`src/rtl/logs_iter_sched_pkg.sv`:
```
// Shared types and constants for the logistic-map iteration scheduler.
// Holds the FSM encoding and sizing helpers used by the interface and top.
package logs_pkg;

  typedef enum logic [1:0] {
    IDLE,
    MUL1,
    MUL2,
    DONE
  } state_t;

  localparam int FRAC_DEF  = 8;
  localparam int N_OSC_DEF = 4;
  localparam int INITIAL_X = 1 << (FRAC_DEF - 4);
  localparam int CNT_W     = $clog2(FRAC_DEF + 1);

  function automatic int init_x(input int frac);
    return 1 << (frac - 4);
  endfunction

  function automatic int cnt_w(input int frac);
    return $clog2(frac + 1);
  endfunction

  function automatic int slot_w(input int n_osc);
    return (n_osc > 1) ? $clog2(n_osc) : 1;
  endfunction

endpackage

```
`src/rtl/logs_iter_sched_if.sv`:
```
// Control/result bundle between the oscillator owner and the iterator.
// The owner drives the master side; the scheduler is the slave.
interface logs_iter_sched_if
  import logs_pkg::*;
#(
  parameter int FRAC  = 8,
  parameter int N_OSC = 4
);

  localparam int SW = slot_w(N_OSC);

  logic            enable;
  logic            start;
  logic [FRAC+1:0] r_in;
  logic            seed_load;
  logic [FRAC-1:0] seed_x;
  logic [FRAC-1:0] x_out;
  logic            x_valid;
  logic [SW-1:0]   slot;
  logic            busy;

  modport master (
    output enable, start, r_in, seed_load, seed_x,
    input  x_out, x_valid, slot, busy
  );

  modport slave (
    input  enable, start, r_in, seed_load, seed_x,
    output x_out, x_valid, slot, busy
  );

endinterface

```
`src/rtl/logs_iter_sched_mul.sv`:
```
// LSB-first serial shift-add multiplier, one bit of b per step.
// product is the accumulator value after the current cycle's step.
module logs_serial_mul #(
  parameter int AW = 10,
  parameter int BW = 8
) (
  input  logic            clk,
  input  logic            reset,
  input  logic            load,
  input  logic            step,
  input  logic [AW-1:0]   a,
  input  logic [BW-1:0]   b,
  output logic [AW+BW-1:0] product
);

  logic [AW+BW-1:0] acc;
  logic [AW+BW-1:0] a_sh;
  logic [BW-1:0]    b_sh;

  assign product = acc + (b_sh[0] ? a_sh : '0);

  always_ff @(posedge clk) begin
    if (reset) begin
      acc  <= '0;
      a_sh <= '0;
      b_sh <= '0;
    end else if (load) begin
      acc  <= '0;
      a_sh <= {{BW{1'b0}}, a};
      b_sh <= b;
    end else if (step) begin
      acc  <= product;
      a_sh <= a_sh << 1;
      b_sh <= b_sh >> 1;
    end
  end

endmodule

```
`src/rtl/logs_iter_sched.sv`:
```
// Logistic-map iterator x' = r*x*(1-x) on one shared serial multiplier.
// Results are tagged with a round-robin oscillator slot.
module logs_iter_sched
  import logs_pkg::*;
#(
  parameter int FRAC  = 8,
  parameter int N_OSC = 4
) (
  input logic              clk,
  input logic              reset,
  logs_iter_sched_if.slave bus
);

  localparam int CW = cnt_w(FRAC);
  localparam int SW = slot_w(N_OSC);
  localparam int PW = 2 * FRAC + 2;

  state_t          state;
  logic [CW-1:0]   cnt;
  logic [FRAC+1:0] r_q;
  logic [FRAC-1:0] x_q;
  logic [SW-1:0]   slot_q;
  logic            valid_q;
  logic            busy_q;

  logic            mul_load;
  logic            mul_step;
  logic [FRAC+1:0] mul_a;
  logic [FRAC-1:0] mul_b;
  logic [PW-1:0]   prod;
  logic [FRAC-1:0] p1;
  logic [FRAC-1:0] res;
  logic            last;
  logic            accept;
  logic            unused_lo;

  assign last      = (cnt == CW'(FRAC - 1));
  assign p1        = prod[2*FRAC-1:FRAC];
  assign unused_lo = ^prod[FRAC-1:0];
  assign accept    = !bus.seed_load && bus.start && bus.enable;

  // Saturate on overflow; never land on the 0 fixed point.
  always_comb begin
    res = prod[2*FRAC-1:FRAC];
    if (|prod[PW-1:2*FRAC])
      res = '1;
    else if (res == '0)
      res = FRAC'(1);
  end

  always_comb begin
    mul_load = 1'b0;
    mul_step = 1'b0;
    mul_a    = {2'b00, x_q};
    mul_b    = ~x_q;
    unique case (state)
      IDLE: mul_load = accept;
      MUL1: begin
        mul_step = 1'b1;
        mul_load = last;
        mul_a    = r_q;
        mul_b    = p1;
      end
      MUL2: mul_step = 1'b1;
      default: ;
    endcase
  end

  logs_serial_mul #(
    .AW(FRAC + 2),
    .BW(FRAC)
  ) u_mul (
    .clk    (clk),
    .reset  (reset),
    .load   (mul_load),
    .step   (mul_step),
    .a      (mul_a),
    .b      (mul_b),
    .product(prod)
  );

  always_ff @(posedge clk) begin
    if (reset) begin
      state   <= IDLE;
      cnt     <= '0;
      r_q     <= '0;
      x_q     <= FRAC'(init_x(FRAC));
      slot_q  <= '0;
      valid_q <= 1'b0;
      busy_q  <= 1'b0;
    end else begin
      unique case (state)
        IDLE: begin
          valid_q <= 1'b0;
          if (bus.seed_load) begin
            x_q <= bus.seed_x;
          end else if (accept) begin
            r_q    <= bus.r_in;
            cnt    <= '0;
            busy_q <= 1'b1;
            state  <= MUL1;
          end
        end
        MUL1: begin
          if (last) begin
            cnt   <= '0;
            state <= MUL2;
          end else begin
            cnt <= cnt + 1'b1;
          end
        end
        MUL2: begin
          if (last) begin
            x_q     <= res;
            valid_q <= 1'b1;
            state   <= DONE;
          end else begin
            cnt <= cnt + 1'b1;
          end
        end
        DONE: begin
          valid_q <= 1'b0;
          busy_q  <= 1'b0;
          slot_q  <= (slot_q == SW'(N_OSC - 1)) ? '0 : slot_q + 1'b1;
          state   <= IDLE;
        end
        default: state <= IDLE;
      endcase
    end
  end

  assign bus.x_out   = x_q;
  assign bus.x_valid = valid_q;
  assign bus.slot    = slot_q;
  assign bus.busy    = busy_q;

endmodule

```
`src/flat_wrapper.sv`:
```
// flat-port wrapper written by rule: the top's interface ports become plain ports
module logs_iter_sched_flat import logs_pkg::*;
#(
  parameter int FRAC  = 8,
  parameter int N_OSC = 4
)
  (clk, reset, bus_enable, bus_start, bus_r_in, bus_seed_load, bus_seed_x, bus_x_out, bus_x_valid, bus_slot, bus_busy);
  logs_iter_sched_if #(.FRAC(FRAC), .N_OSC(N_OSC)) bus_i ();
  input logic clk;
  input logic reset;
  input wire logic [$bits(bus_i.enable)-1:0] bus_enable;
  input wire logic [$bits(bus_i.start)-1:0] bus_start;
  input wire logic [$bits(bus_i.r_in)-1:0] bus_r_in;
  input wire logic [$bits(bus_i.seed_load)-1:0] bus_seed_load;
  input wire logic [$bits(bus_i.seed_x)-1:0] bus_seed_x;
  output wire logic [$bits(bus_i.x_out)-1:0] bus_x_out;
  output wire logic [$bits(bus_i.x_valid)-1:0] bus_x_valid;
  output wire logic [$bits(bus_i.slot)-1:0] bus_slot;
  output wire logic [$bits(bus_i.busy)-1:0] bus_busy;
  assign bus_i.enable = bus_enable;
  assign bus_i.start = bus_start;
  assign bus_i.r_in = bus_r_in;
  assign bus_i.seed_load = bus_seed_load;
  assign bus_i.seed_x = bus_seed_x;
  assign bus_x_out = bus_i.x_out;
  assign bus_x_valid = bus_i.x_valid;
  assign bus_slot = bus_i.slot;
  assign bus_busy = bus_i.busy;
  logs_iter_sched #(.FRAC(FRAC), .N_OSC(N_OSC)) u_core (.clk(clk), .reset(reset), .bus(bus_i));
endmodule
```
`config.mk`:
```
export PLATFORM = sky130hd
export DESIGN_NAME = logs_iter_sched_flat
export DESIGN_NICKNAME = d
export VERILOG_FILES = /design/src/rtl/logs_iter_sched_pkg.sv /design/src/rtl/logs_iter_sched_if.sv /design/src/rtl/logs_iter_sched_mul.sv /design/src/rtl/logs_iter_sched.sv /design/src/flat_wrapper.sv
export SDC_FILE = /design/constraint.sdc
export NUM_CORES = 1
export LEC_CHECK = 0
export ABC_AREA = 1
export ABC_CLOCK_PERIOD_IN_PS = 7500
export CAP_MARGIN = 20
export CORE_MARGIN = 5
export CORE_UTILIZATION = 55
export CTS_CLUSTER_SIZE = 16
export DETAILED_ROUTE_END_ITERATION = 16
export PLACE_DENSITY = 0.76
export REMOVE_ABC_BUFFERS = 1
export SYNTH_ARGS = -nofsm -noshare
export SYNTH_HDL_FRONTEND = slang
export SYNTH_SLANG_ARGS = --single-unit
```
`constraint.sdc`:
```
create_clock -name clk -period 7.5 [get_ports clk]
set_input_delay 1.875 -clock clk [delete_from_list [all_inputs] [get_ports clk]]
set_output_delay 1.875 -clock clk [all_outputs]
set_load 0.01 [all_outputs]
```
## After elaboration in Yosys (flattened, before gate mapping)

Cells that the tools add are included.

- Register bits after elaboration: 72
- Input bits: 23
- Output and inout port bits: 12

- $add $sub $neg: 3
- Equal/unequal tests: 11
- Multiplexer cells: 30
- Bitwise operators: 2
- Reductions and logical operators: 20

Operators by type and width:

| operator | count |
|---|---|
| $mux W8 | 7 |
| $mux W10 | 3 |
| $add A18 B18 Y18 | 1 |
| $mux W18 | 1 |
| $mux W4 | 4 |
| $pmux W8 S2 | 1 |
| $pmux W4 S3 | 1 |
| $mux W2 | 5 |
| $reduce_and A3 Y1 | 3 |
| $logic_not A8 Y1 | 1 |
| $not A8 Y8 | 1 |
| $pmux W2 S4 | 1 |
| $reduce_and A4 Y1 | 2 |
| $reduce_bool A2 Y1 | 4 |
| $reduce_or A2 Y1 | 4 |
| $eq A2 B2 Y1 const B | 3 |
| $ne A2 B1 Y1 const B | 3 |
| $ne A2 B2 Y1 const B | 3 |
| $pmux W1 S2 | 3 |
| $add A4 B1 Y4 const B | 1 |
| $eq A4 B3 Y1 const B | 1 |
| $mux W1 | 4 |
| $reduce_bool A3 Y1 | 1 |
| $add A2 B1 Y2 const B | 1 |
| other kinds (6) | 7 |

## Logic depth before layout (Yosys ltp)

Gate-level depths: netlist (run 1).

- Word-level depth: 7
- Mapped depth: 20

## Hierarchy

From an unflattened synthesis (run 1), not the netlist that was laid out.

- Cell total of the unflattened synthesis: 660
- Area, all modules: 4405.5 µm²

By module, submodules not included:

| module | instances | cells an instance | area each (µm²) | sequential area each (µm²) |
|---|---|---|---|---|
| logs_serial_mul | 1 | 440 | 2850.2 | 880.8 |
| logs_iter_sched | 1 | 220 | 1555.2 | 560.5 |

## Worst setup path after synthesis (run 1)

No wires, ideal clock.

- Path kind: input to register
- From: input bus_seed_load
- To: register u_core.u_mul.a_sh[5]
- Data arrival time: 2796 ps
- Data required time: 7383 ps
- Setup slack: 4587 ps
- Stages: 9
- Cells stage by stage: nand3b_1 > nor2_1 > inv_1 > nand2_2 > nor2_1 > inv_2 > buf_4 > o21ai_0 > nor2_1

- Word-level cells in the longest chain between the ends: 5
- Elaborated cells on any way between the ends: 6
- Those cells by class: mux (2); reduce/logical (4)

RTL lines:

| element | line | source |
|---|---|---|
| start, declared | flat_wrapper.sv:14 | `input wire logic [$bits(bus_i.seed_load)-1:0] bus_seed_load;` |
| $logic_not A1 Y1 * | logs_iter_sched.sv:40 | `assign accept = !bus.seed_load && bus.start && bus.enable;` |
| $logic_and A1 B1 Y1 * (2 in series) | logs_iter_sched.sv:40 |  |
| $pmux W1 S2 * | logs_iter_sched.sv:56 | `unique case (state)` |
| $mux W10 / $reduce_bool A2 Y1 (equally long branches) | -- |  |
| end signal, assigned | logs_iter_sched_mul.sv:29 | `a_sh <= {{BW{1'b0}}, a};` |
| end signal, assigned | logs_iter_sched_mul.sv:33 | `a_sh <= a_sh << 1;` |
| end, declared | logs_iter_sched_mul.sv:17 | `logic [AW+BW-1:0] a_sh;` |

Every way passes the cells marked *; elsewhere a longest branch is shown, timed or not.
A chain may end at the register's enable or synchronous reset.

## Worst setup path in the final report (run 1)

- From: input bus_seed_load
- To: register u_core.u_mul.a_sh[4]

Same word-level chain as after synthesis.

==> flow_summary.toml, run 1 <==
[floorplanning]
core_area_mm2 = 0.007727
io_pins = 35
dieArea_mm2 = 0.009839
start_util_pct = 56.62
rows = 32
dieWidth_um = 99.19
die_height_um = 99.19

[setup_path]
critical-path-max-stage-delay_ps = 640
r2r_start = "u_core.state[0]"
crit_chain = "clkdlybuf4s50_1 -> nand3b_1 -> nor2_1 -> inv_1 -> nand2_2 -> nor2_1 -> inv_2 -> o21ai_0 -> o21ai_0 -> inv_1"
startpoint_type = "primary input"
worst-path-max-fanout = 16
required_ps = 7790
critPathTopFamily = "simple AND/OR/NAND/NOR gates"
worst_setup_path_end_kind = "register"
r2r-end = "u_core.u_mul.a_sh[4]"
cpMaxStageDelayCell = "nor2_1"
critical_path_class = "in2reg"
worstPathArrival_ps = 4530
cp_num_buf_inv = 4
r2r_setup_slack_ps = 4540
reg2regPathDepth = 11

[run]
cap_viol_max_count = 0

[logic_synthesis]
yosysUniqueCellTypes = 38
synth_top_area_share_pct = 32.94
avgSynthCellArea_um2 = 6.350
synth.most_common_cell = "nand2_1"
synthCells = 689
yosys-top-cells-count = "nand2_1 (182), inv_1 (99), nor2_1 (95), dfxtp_1 (72), a21oi_1 (49)"
async_reset_ff_share_pct = 0
seq_area_frac_synth_pct = 32.94
ys_warn_count = 0
synth_edf_count = 0
ys_seq_elements = 72
synth_ff_type = "dfxtp_1"
syn-cell-area_mm2 = 0.004375
synth_top_cell_by_area = "dfxtp_1"
ys_top_cells_by_area = "dfxtp_1 (33%), nand2_1 (16%), inv_1 (8.5%)"

[cts]
cts_num_sinks = 72
ctsResizeCount = 0
cts_buffer_depth = 2
clkTransAtPathRegs_ps = 90
cts-htree-levels = 3
cts_hold_buf = 0
post_cts_buffers = 0
cts_root_buffer = "clkbuf_8"
cts_inserted_buffers = 9
cts_tree = "built"
insertion_delay_ps = 350

[sta]
slew_violations = 0
timing.final.crit_share_pct = 56.54
layout_setup_ws_ps = 3259
setup_viol = 0
final_hold_viol_count = 0
fmax_mhz = 235.8
relSlewSlack_pct = 33.52
fin_skew_ps = 14.56
rsz0062_at_grt = "no"
worst_pin_slew_ps = 994.1
layout_min_cycle_time_ps = 4241
finalSetupTns_ps = 0

[final_layout]
syn_to_final_growth_pct = 13.67
nets = 758
num_antenna_cells = 0
drive_gt1_share_pct = 5.587

[grt]
first_global_vias = 4056
top_usage_layer = "met2"
grt_usage_pct = 22.37
gr-usage-met1_pct = 28.84
antenna_found_initial = 0
gr-total-overflow = 0
grtUsageMet2_pct = 36.36
grt_max_degree = 43
grt_pass1_wl_mm = 18.15
grt.met3_usage_pct = 5.119

[power]
p_total_uw = 1467
peakVddDrop_mv = 0.1892
p_leak_uw = 0.002532
power.density_mw_per_mm2 = 295.0

[routing]
drc_errors = 0
ant_nets = 0
avgViaCountPerCell = 5.267
drtIter0Drc = 245
wire_per_inst_um = 13.06
num_vias = 4308
drt_pre_antenna_iters = 5
routed_wl_mm = 10.68

[placed_design]
portBuffers = 34
dp_hpwl_mm = 7.844
pre_cts_slack_ps = 2935
gp_congestion = 0.9445

[worst_hold_path]
hold_end = "u_core.u_mul.acc[0]"
worstHoldPathCells = 2
min-delay-start = "u_core.u_mul.acc[0]"
hold_path_class = "reg2reg"

[status]
status = "finished, final reports clean"
==> cell families after synthesis <==
group                    Yosys count  synth area share, %
AND/OR/NAND/NOR                  338                32.03
adder cells (fa/ha/maj)           24                7.035
AO/OA/AOI/OAI                    123                15.58
flip-flops                        72                32.94
XOR/XNOR                           6                1.201
buffers and inverters            126                11.21
==> layout by cell type, fill, tap and decap left out, drive strengths merged, types with 3 or more instances in the layout <==
master	count
nand2	192
nand3b	4
inv	102
nand4	3
ha	23
clkdlybuf4s50	34
nor3	6
o21ai	49
a21oi	51
nand3	30
clkbuf	11
nor2	99
xor2	6
clkinv	3
dfxtp	72
a31oi	4
o211ai	9
==> layer usage <==
layer  routed length (um)  vias to the layer above  part of all wire [%]
li1                     -                     2219                     -
met5                    0                        -                     0
met1                 4975                     1907                    47
met2                 4757                      148                    45
met4                  308                        0                   2.9
met3                  638                       34                   6.0
==> worst register-to-register path, delay by kind of cell, from the launching register on <==
kind | cells | cell delay [ps]
flops | 1 | 400
buf+inv | 5 | 860
fa+ha+maj | 1 | 240
simple gates | 3 | 1050
compound gates | 2 | 350
==> power by group <==
part | leakage, uW | switching, uW | total [uW] | internal, uW
Clock | 0.000119 | 149 | 354 | 205
Combinational | 0.00182 | 377 | 584 | 208
Sequential | 0.000588 | 65.5 | 529 | 463
Total | 0.00253 | 591 | 1470 | 876
==> area by class of cell <==
class,count,area [um^2]
Clock inverter,5,78.83
Sequential cell,72,1441
Multi-Input combinational cell,491,2444
Inverter,102,382.9
Timing Repair Buffer,35,347.8
Fill cell,710,2754
Clock buffer,11,151.4
Tap cell,102,127.6
==> stage by stage <==
stage | hold slack, ps | utilization, % | area, um^2 | instances
after floorplan | 435.7 | - | 4268 | 665
after global placement | 454.0 | 61.38 | 4743 | 802
after detailed placement | 466.8 | 61.38 | 4743 | 802
after CTS | 478.1 | 64.36 | 4974 | 818
after global routing | 494.0 | 64.36 | 4974 | 818
final | 478.6 | 64.36 | 4974 | 818
==> how the worst max path moves through the flow <==
stage                                 endpoint  depth (start not counted)           from  slack, ps
after global placement    u_core.u_mul.a_sh[4]                         10  bus_seed_load       3100
after floorplan           u_core.u_mul.a_sh[4]                          9  bus_seed_load       3900
after CTS                 u_core.u_mul.a_sh[4]                         10  bus_seed_load       3290
after detailed placement  u_core.u_mul.a_sh[4]                         10  bus_seed_load       2930
after global routing      u_core.u_mul.a_sh[4]                         10  bus_seed_load       2990
final                     u_core.u_mul.a_sh[4]                         10  bus_seed_load       3260
==> state kept, by name, summed over array words and instances, names as in the netlist <==
name and flops:
u_core.u_mul.a_sh 18, u_core.u_mul.acc 18, u_core.r_q 10, u_core.u_mul.b_sh 8, u_core.state 2, u_core.bus.slot 2, u_core.bus.x_valid 1, u_core.bus.x_out 8
u_core.bus.busy 1, u_core.cnt 4
Note: power is estimated with default switching activity, not from simulation.
==> run 2: changes to the inputs <==
ABC_CLOCK_PERIOD_IN_PS = 4110   (was 7500)
clock period = 4.11 ns   (was 7.5 ns; I/O delays follow)
==> run 2 against run 1 <==
Clock power is 56% higher. Worst hold slack lost 7.5 ps. Sequential share of layout area up 0.12 points. Critical path depth is 1 higher. Count of clock-buffer cells in the layout fell by 1. Critical path type unchanged. Register-to-register slack lost 3300 ps. Combinational power rose by 83%. Highest routed layer unchanged. Clock skew fell by 3.7 ps. Routed wire length rose by 3.2%. Sequential power up 84%.
==> flow_summary.toml, run 2 (synthesis results as in run 1) <==
[worst_hold_path]
hold_path_class = "reg2reg"

[routing]
avgViaCountPerCell = 5.297
num_vias = 4349
routed_wl_mm = 11.03
drc_errors = 0
ant_nets = 0
wire_per_inst_um = 13.43
drtIter0Drc = 284
drt_pre_antenna_iters = 4

[setup_path]
worst-path-max-fanout = 18
critical-path-max-stage-delay_ps = 480
critical_path_class = "in2reg"
worst_setup_path_end_kind = "register"
r2r-end = "u_core.bus.x_out[0]"
worstPathArrival_ps = 3350
crit_start = "bus_seed_load"
startpoint_type = "primary input"
r2r_setup_slack_ps = 1280
cpMaxStageDelayCell = "clkdlybuf4s50_1"
reg2regPathDepth = 15
r2r_start = "u_core.u_mul.b_sh[0]"
crit_chain = "clkdlybuf4s50_1 -> nand3b_1 -> nor2_1 -> buf_4 -> inv_1 -> nand2_2 -> nor2_2 -> inv_2 -> nor2_1 -> o21ai_0 -> inv_1"
cp-endpoint = "u_core.u_mul.acc[7]"
required_ps = 4410

[floorplanning]
die_height_um = 99.19
dieWidth_um = 99.19
start_util_pct = 56.62
core_area_mm2 = 0.007727
dieArea_mm2 = 0.009839
rows = 32
io_pins = 35

[sta]
fin_skew_ps = 10.86
setup_viol = 0
layout_min_cycle_time_ps = 3047
timing.final.crit_share_pct = 74.13
final_hold_viol_count = 0
rsz0062_at_grt = "no"
relSlewSlack_pct = 32.00
fmax_mhz = 328.2
worst_pin_slew_ps = 1013
finalSetupTns_ps = 0
slew_violations = 0

[power]
peakVddDrop_mv = 0.3203
p_leak_uw = 0.002519
power.density_mw_per_mm2 = 524.9

[cts]
cts-htree-levels = 3
cts_buffer_depth = 2
clkTransAtPathRegs_ps = 80
cts_hold_buf = 0
insertion_delay_ps = 350
ctsResizeCount = 0
cts_root_buffer = "clkbuf_8"
post_cts_buffers = 0
cts_tree = "built"
cts_num_sinks = 72
cts_inserted_buffers = 9

[grt]
first_global_vias = 4087
grt_max_degree = 41
grt_usage_pct = 22.78
grt_pass1_wl_mm = 18.53
antenna_found_initial = 0
gr-total-overflow = 0

[status]
status = "finished, final reports clean"

[final_layout]
nets = 761
layout_common_cells = "nand2_1 (182), inv_1 (99), nor2_1 (95), dfxtp_1 (72), a21oi_1 (49)"
syn_to_final_growth_pct = 13.21
drive_gt1_share_pct = 5.841
fillers = 750
reg_top3 = "u_core.u_mul.a_sh: 18 flops, u_core.u_mul.acc: 18 flops, u_core.r_q: 10 flops"
num_antenna_cells = 0
final_common_cell = "nand2_1"
instances_no_fill = 821

[placed_design]
place_inst = 805
portBuffers = 34
gp_congestion = 0.8910
dp_hpwl_mm = 8.181

[run]
cap_viol_max_count = 0
## run 2: cell types whose count changed in the layout (fill, tap and decap cells not counted)
cell	change
clkbuf_1	+1
buf_4	+3
bufinv_16	-1
clkinv_4	-1
clkbuf_8	-2
clkinv_2	+1
clkinvlp_4	+2
## run 2: layout make-up
type / instances / area [um^2] / share of cell area [%]
multi-input combinational: 491 / 2444 / 49.33
sequential: 72 / 1441 / 29.10
inverter: 102 / 382.9 / 7.729
timing repair buffer: 38 / 370.4 / 7.477
clock buffer: 10 / 127.6 / 2.576
tap: 102 / 127.6 / 2.576
clock inverter: 6 / 60.06 / 1.212
## run 2: layer usage
metal / vias to the layer above / GRT usage [%] / share of wire (%) / routed length [um]
met3: 20 / 4.979 / 4.7 / 522
met5: - / 0 / 0 / 0
met1: 1988 / 30.72 / 48 / 5315
met2: 114 / 36.21 / 45 / 5001
li1: 2227 / - / - / -
met4: 0 / 7.458 / 1.7 / 188
## run 2: worst min-delay path by stage
stage | cells past startpoint | to | slack, ps | startpoint
3_5_place_dp | 2 | u_core.u_mul.a_sh[17] | 460 | u_core.u_mul.a_sh[17]
2_1_floorplan | 2 | u_core.u_mul.b_sh[7] | 440 | u_core.u_mul.b_sh[7]
3_3_place_gp | 2 | u_core.u_mul.a_sh[17] | 450 | u_core.u_mul.a_sh[17]
6_report | 2 | u_core.u_mul.a_sh[17] | 470 | u_core.u_mul.a_sh[17]
5_1_grt | 2 | u_core.u_mul.acc[0] | 500 | u_core.u_mul.acc[0]
4_1_cts | 2 | u_core.u_mul.a_sh[17] | 470 | u_core.u_mul.a_sh[17]
## run 2: worst max-delay path: cells and delay by family
family | cells | cell delay (ps)
AO/OA/AOI/OAI | 1 | 110
AND/OR/NAND/NOR | 5 | 970
buffers and inverters | 5 | 1230
## run 2: where the power goes
part           leakage (uW)  switching [uW]  internal, uW
Clock             0.0000920             274           277
Combinational       0.00184             686           389
Sequential         0.000588             129           845
## run 2: through the flow
stage | utilization (%) | setup slack [ps] | power [uW] | hold slack (ps) | area [um^2]
after floorplan | - | 1362 | 1663 | 435.7 | 4268
after CTS | 64.10 | 1091 | 2590 | 472.1 | 4954
after detailed placement | 61.67 | 732.4 | 2037 | 459.2 | 4766
final | 64.10 | 1063 | 2600 | 471.1 | 4954
after global placement | 61.67 | 850.0 | 2010 | 452.2 | 4766
after global routing | 64.10 | 801.4 | 2782 | 495.7 | 4954
==> run 3: changes to the inputs <==
ABC_CLOCK_PERIOD_IN_PS = 2880   (was 4110)
clock period = 2.88 ns   (was 4.11 ns; I/O delays follow)
==> run 3 against run 2 <==
Power grew 51%. Flip-flop and latch count stayed put. Routed wire length down 2.1%. Via count hardly changed. Design area is 2.1% higher. Worst hold slack improved by 3.2 ps. Sequential power increased by 40%. Register-to-register slack worse by 920 ps. Worst setup slack lost 710 ps. Largest power group unchanged.
==> flow_summary.toml, run 3 (synthesis results as in run 1) <==
[final_layout]
seqCellArea_mm2 = 0.001441
num_antenna_cells = 0
syn_to_final_growth_pct = 15.56
final_area_mm2 = 0.005056
multi_input_area_mm2 = 0.002444
final_common_cell = "nand2_1"
nets = 767
fin_util_pct = 65.43
drive_gt1_share_pct = 6.621
reg_top3 = "u_core.u_mul.a_sh: 18 flops, u_core.u_mul.acc: 18 flops, u_core.r_q: 10 flops"
layout_common_cells = "nand2_1 (182), inv_1 (99), nor2_1 (95), dfxtp_1 (72), a21oi_1 (49)"
instances_no_fill = 827
fillers = 715

[grt]
antenna_found_initial = 0
grt_max_degree = 35
grt_usage_pct = 22.49
first_global_vias = 4118
gr-total-overflow = 0
grt_pass1_wl_mm = 18.39

[routing]
drtIter0Drc = 229
drc_errors = 0
routed_wl_mm = 10.80
wire_per_inst_um = 13.06
avgViaCountPerCell = 5.255
num_vias = 4346
drt_pre_antenna_iters = 5
ant_nets = 0

[power]
p_switching_uw = 1546
power_frac_seq_pct = 34.7
power.density_mw_per_mm2 = 778.5
p_total_uw = 3936
power_frac_clock_pct = 25.0
intPower_uw = 2390
p_sw_share_pct = 39.27
p_leak_uw = 0.002579
p_comb_share_pct = 40.4
peakVddDrop_mv = 0.4968

[sta]
finalSetupTns_ps = 0
timing.final.crit_share_pct = 87.61
fmax_mhz = 396.3
layout_min_cycle_time_ps = 2523
final_hold_viol_count = 0
rsz0062_at_grt = "no"
fin_skew_ps = 12.61
worst_pin_slew_ps = 618.9
setup_viol = 0
slew_violations = 0
relSlewSlack_pct = 58.74

[setup_path]
startpoint_type = "register"
crit_start = "u_core.u_mul.b_sh[0]"
worst_setup_path_end_kind = "register"
worst-path-max-fanout = 15
critical_path_class = "reg2reg"
reg2regPathDepth = 16
required_ps = 3120
r2r_start = "u_core.u_mul.b_sh[0]"
worstPathArrival_ps = 2760
r2r_setup_slack_ps = 360

[floorplanning]
io_pins = 35
die_height_um = 99.19
start_util_pct = 56.62
core_area_mm2 = 0.007727
dieArea_mm2 = 0.009839
rows = 32
dieWidth_um = 99.19

[status]
status = "finished, final reports clean"

[cts]
cts_tree = "built"
cts_num_sinks = 72
clkTransAtPathRegs_ps = 80
cts_inserted_buffers = 9
cts-htree-levels = 3
cts_buffer_depth = 2
cts_hold_buf = 0
ctsResizeCount = 0
insertion_delay_ps = 340
post_cts_buffers = 0
cts_root_buffer = "clkbuf_8"

[worst_hold_path]
hold_path_class = "reg2reg"
min-delay-start = "u_core.u_mul.a_sh[17]"
worstHoldPathCells = 2

[placed_design]
gp_congestion = 0.9160
dp_hpwl_mm = 8.159
place_inst = 811
portBuffers = 34
placed_area_mm2 = 0.004811

[run]
cap_viol_max_count = 0
==> run 3: final timing paths <==
check                          endpoint
setup reg to reg    u_core.bus.x_out[0]
setup / recovery    u_core.bus.x_out[0]
hold reg to reg   u_core.u_mul.a_sh[17]
hold / removal    u_core.u_mul.a_sh[17]
==> run 3: through the flow <==
stage               setup slack (ps)  hold slack [ps]
finish                         356.9            474.2
global route                   64.80            498.8
floorplan                      440.0            435.7
CTS                            352.7            474.2
detailed placement             243.8            462.6
global placement               342.9            452.2
==> run 3: cell type report <==
type                            instances  share of cell area, %
Multi-Input combinational cell        491                  48.33
Inverter                              102                  7.572
Clock inverter                          5                  2.054
Sequential cell                        72                  28.51
Clock buffer                           11                  2.796
Tap cell                              102                  2.524
Timing Repair Buffer                   44                  8.216
==> run 3: layer usage <==
metal  GRT usage [%]  up-vias  wire length (um)
met5               0        -                 0
met4           7.353        0               159
met3           3.717       13               663
met2           37.60      137              5106
met1           29.53     1953              4870
li1                -     2243                 -
==> run 3: power groups by stage <==
stage | logic, uW | registers [uW] | clock network, uW
after global routing | 1790 | 1390 | 1040
after detailed placement | 1570 | 1380 | 0
after global placement | 1530 | 1370 | 0
after floorplan | 1000 | 1370 | 0
after CTS | 1580 | 1360 | 995
final | 1590 | 1360 | 982
==> run 3: worst max-delay path, stage by stage, from the launching register on <==
cell and delay (ps):
dfxtp_1 390, buf_4 230, nand2_1 70, inv_1 50
ha_1 290, nand2_1 160, inv_1 50, a21oi_1 230
nand3_2 130, nand2_2 80, nand2_1 50, nand2_1 70
nand2_2 70, nor2_4 220, nand3_1 170, nand2_1 100
a21oi_2 50
==> patch: new RTL, settings of run 2 <==
Reset style: asynchronous (`reset`), changed in 2 clocked blocks.
--- a/src/rtl/logs_iter_sched_mul.sv
+++ b/src/rtl/logs_iter_sched_mul.sv
@@ -20,5 +20,5 @@
   assign product = acc + (b_sh[0] ? a_sh : '0);
 
-  always_ff @(posedge clk) begin
+  always_ff @(posedge clk or posedge reset) begin
     if (reset) begin
       acc  <= '0;
--- a/src/rtl/logs_iter_sched.sv
+++ b/src/rtl/logs_iter_sched.sv
@@ -80,5 +80,5 @@
   );
 
-  always_ff @(posedge clk) begin
+  always_ff @(posedge clk or posedge reset) begin
     if (reset) begin
       state   <= IDLE;
Formal check against the unedited RTL: differs if reset is asserted again (counterexample within 4 cycles, from zero or initial values and one cycle with reset high); with reset held inactive, the same outputs for 10 cycles.
==> patch against run 2 <==
- setup slack improved by 0.17 ns
- die area increased by 3.7%
- core utilization increased by 0.087 points
- first-iteration DRC count decreased by 7.0%
- sequential cell count unchanged
- critical path depth increased by 5
- wire length increased by 1.7%
- synthesized area increased by 4.1%
- final area increased by 5.4%
- via count decreased by 5.1%
- global-route usage increased by 0.88 points
Power is not compared: it rests on default switching activity, and its combinational part moved more than twofold at a synthesized area within 25%.
==> patch: results (changes against run 2) <==
The flow ran to the end, and the final reports show no timing, DRC or antenna violations. In this run the most critical hold path is launched from u_core.u_mul.acc[6]. The static leakage was 2.73 nW; the total of buffers placed on input and output ports was 34 (unchanged). TritonCTS built the clock tree. The violation count after the first detailed-routing iteration is 264 (-7.0%). The setup-violating endpoint count in the final report came out at 0 (unchanged). Clock-pin slew of the registers on the worst-case setup and hold paths: 0.08 ns (about the same).

Global router's overall resource usage: 23.7% (+0.88 points). The average wire per standard cell works out to 14.9 µm (+11%). For the final worst clock skew, the log shows 0.00606 ns (-0.00480 ns). The worst setup path is launched from a flip-flop. The number of antenna violations at the first check in global routing was 0 (unchanged); the worst slew margin relative to its limit was 47.8% (+16 points). The global placement routability congestion is 0.893 (+0.25%). The fraction of synthesis flops using an asynchronous set or reset pin came out at 100% (+100 points). The arrival time of data at the critical path endpoint was 3.12 ns (-0.23 ns); the wire length of the first global-routing pass was 19.3 mm (+3.9%). The critical path's slowest cell is dfrtp_1. The cell at the root of the clock tree is clkbuf_8.

For the level count of the clock H-tree, the log shows 3 (unchanged). Most used flip-flop cell after synthesis: dfrtp_1. The run gives 0 (unchanged) as the number of antenna repair diodes. In this run the worst hold path is classified as reg2reg. The highest fanout seen on the critical path is 19 (+1), and the net total in the final layout is 691 (-9.2%).

Yosys attributes the largest share of cell area to dfrtp_1, nand2_1, inv_1. The total iterations of the first detailed-routing run is 8 (+4). The critical path's largest stage delay works out to 0.61 ns (+0.13 ns). The count of yosys warnings during synthesis was 0 (unchanged).

The logs give 0.498 ns (+0.0268 ns) for the worst hold-check slack and 0 (unchanged) for the total of cells resized after clock tree synthesis. Grouping stages by cell kind, the critical path spends the most delay in simple AND/OR/NAND/NOR gates. The part of the Yosys area used for sequential elements came out at 39.6% (+6.6 points). The buffers inserted during post-CTS setup optimization was 0 (unchanged); the detailed-route via count was 4126 (-5.1%). The minimum setup slack among reg-to-reg paths is 1.24 ns (-0.04 ns), and the clock insertion delay at the later pin of the skew report is 0.35 ns (about the same).

By count the netlist is led by nand2_1, inv_1, dfrtp_1, nor2_1, nand3_1. The share of final-layout standard cells stronger than drive strength 1 works out to 8.63% (+2.8 points). The largest registers in the layout are u_core.u_mul.a_sh: 18 flops, u_core.u_mul.acc: 18 flops, u_core.r_q: 10 flops. IR analysis of the VDD net gives a maximum drop of 0.486 mV. For the largest net degree at the start of global routing, the log shows 38 (-7.3%). The count of distinct cell types in the synthesized netlist is 43 (+13%).

The detailed placement HPWL was 8.61 mm (+5.2%); the clock buffer count from CTS was 9 (unchanged). The worst register-to-register path begins at u_core.u_mul.b_sh[0]. The tools report the clock tree buffer depth as 2 (unchanged).
[patch: cell count changes in the layout (fill, tap and decap cells not counted), sizes merged, moves of 8 or more]
| cell | before | now |
|---|---|---|
| dfxtp | 72 | 0 |
| dfrtp | 0 | 71 |
| nor2 | 99 | 45 |
| a21oi | 51 | 28 |
| o21ai | 49 | 32 |
| inv | 102 | 91 |
| mux2 | 0 | 11 |
| nand3 | 30 | 40 |
| nand2 | 192 | 200 |
[patch: layout make-up]
cell class | instances | area (µm²)
Multi-Input combinational cell | 433 | 2330
Clock buffer | 9 | 124
Fill cell | 697 | 2910
Inverter | 91 | 342
Timing Repair Buffer | 37 | 375
Clock inverter | 7 | 120
Tap cell | 105 | 131
Sequential cell | 72 | 1800
[patch: stage by stage]
stage	total power (W)	util [%]	instances	cell area, µm²	setup WS [ns]
after floorplan	0.00297	-	596	4470	0.980
after detailed placement	0.00372	61.2	738	4980	0.923
final	0.00443	64.2	754	5220	1.24
after global routing	0.00483	64.2	754	5220	0.989
after CTS	0.00442	64.2	754	5220	1.25
after global placement	0.00366	61.2	738	4980	1.00
[patch: worst paths after layout]
kind / end / cells after the start
setup / recovery: u_core.bus.x_out[0] / 16
setup reg to reg: u_core.bus.x_out[0] / 16
hold reg to reg: u_core.u_mul.acc[6] / 2
min in group asynchronous: u_core.u_mul.a_sh[2] / 2
max in group asynchronous: u_core.u_mul.b_sh[3] / 3
hold / removal: u_core.u_mul.acc[6] / 2
[patch: where the power goes]
group / total (W) / switching [W] / leakage [nW] / internal [W]
sequential: 0.00127 / 0.000235 / 0.903 / 0.00104
clock: 0.000680 / 0.000277 / 0.119 / 0.000404
combinational: 0.00248 / 0.00160 / 1.71 / 0.000884
[patch: logic make-up (layout without fill, tap and decap cells)]
logic type      count (synthesis)  in the layout  synth area share, %
simple gates                  297            297                 27.8
buf+inv                       109            144                 9.39
compound gates                 94             94                 12.4
flops                          72             72                 39.6
fa+ha+maj                      24             24                 6.75
mux                            11             11                 2.72
xor+xnor                        7              7                 1.35
[patch: worst register-to-register path, stage by stage, from the launching register on]
cell and delay, ns:
dfrtp_1 0.61, nand2_1 0.14, inv_1 0.05, ha_1 0.25
fa_1 0.50, nand3_1 0.14, nand3_2 0.11, nand2_1 0.10
nand2_1 0.09, nand3_2 0.08, nand2_1 0.06, nand2_1 0.07
nand2_2 0.07, nor2_4 0.19, nand3_1 0.17, nand2_1 0.09
nand2_1 0.04
[patch: layer usage]
metal  global-route usage [%]  up-vias  share of wire [%]
li1                         -     2029                  -
met1                     33.0     1939                 47
met2                     37.8      133                 46
met3                     2.63       25                4.0
met4                     9.41        0                2.5
met5                        0        -                  0
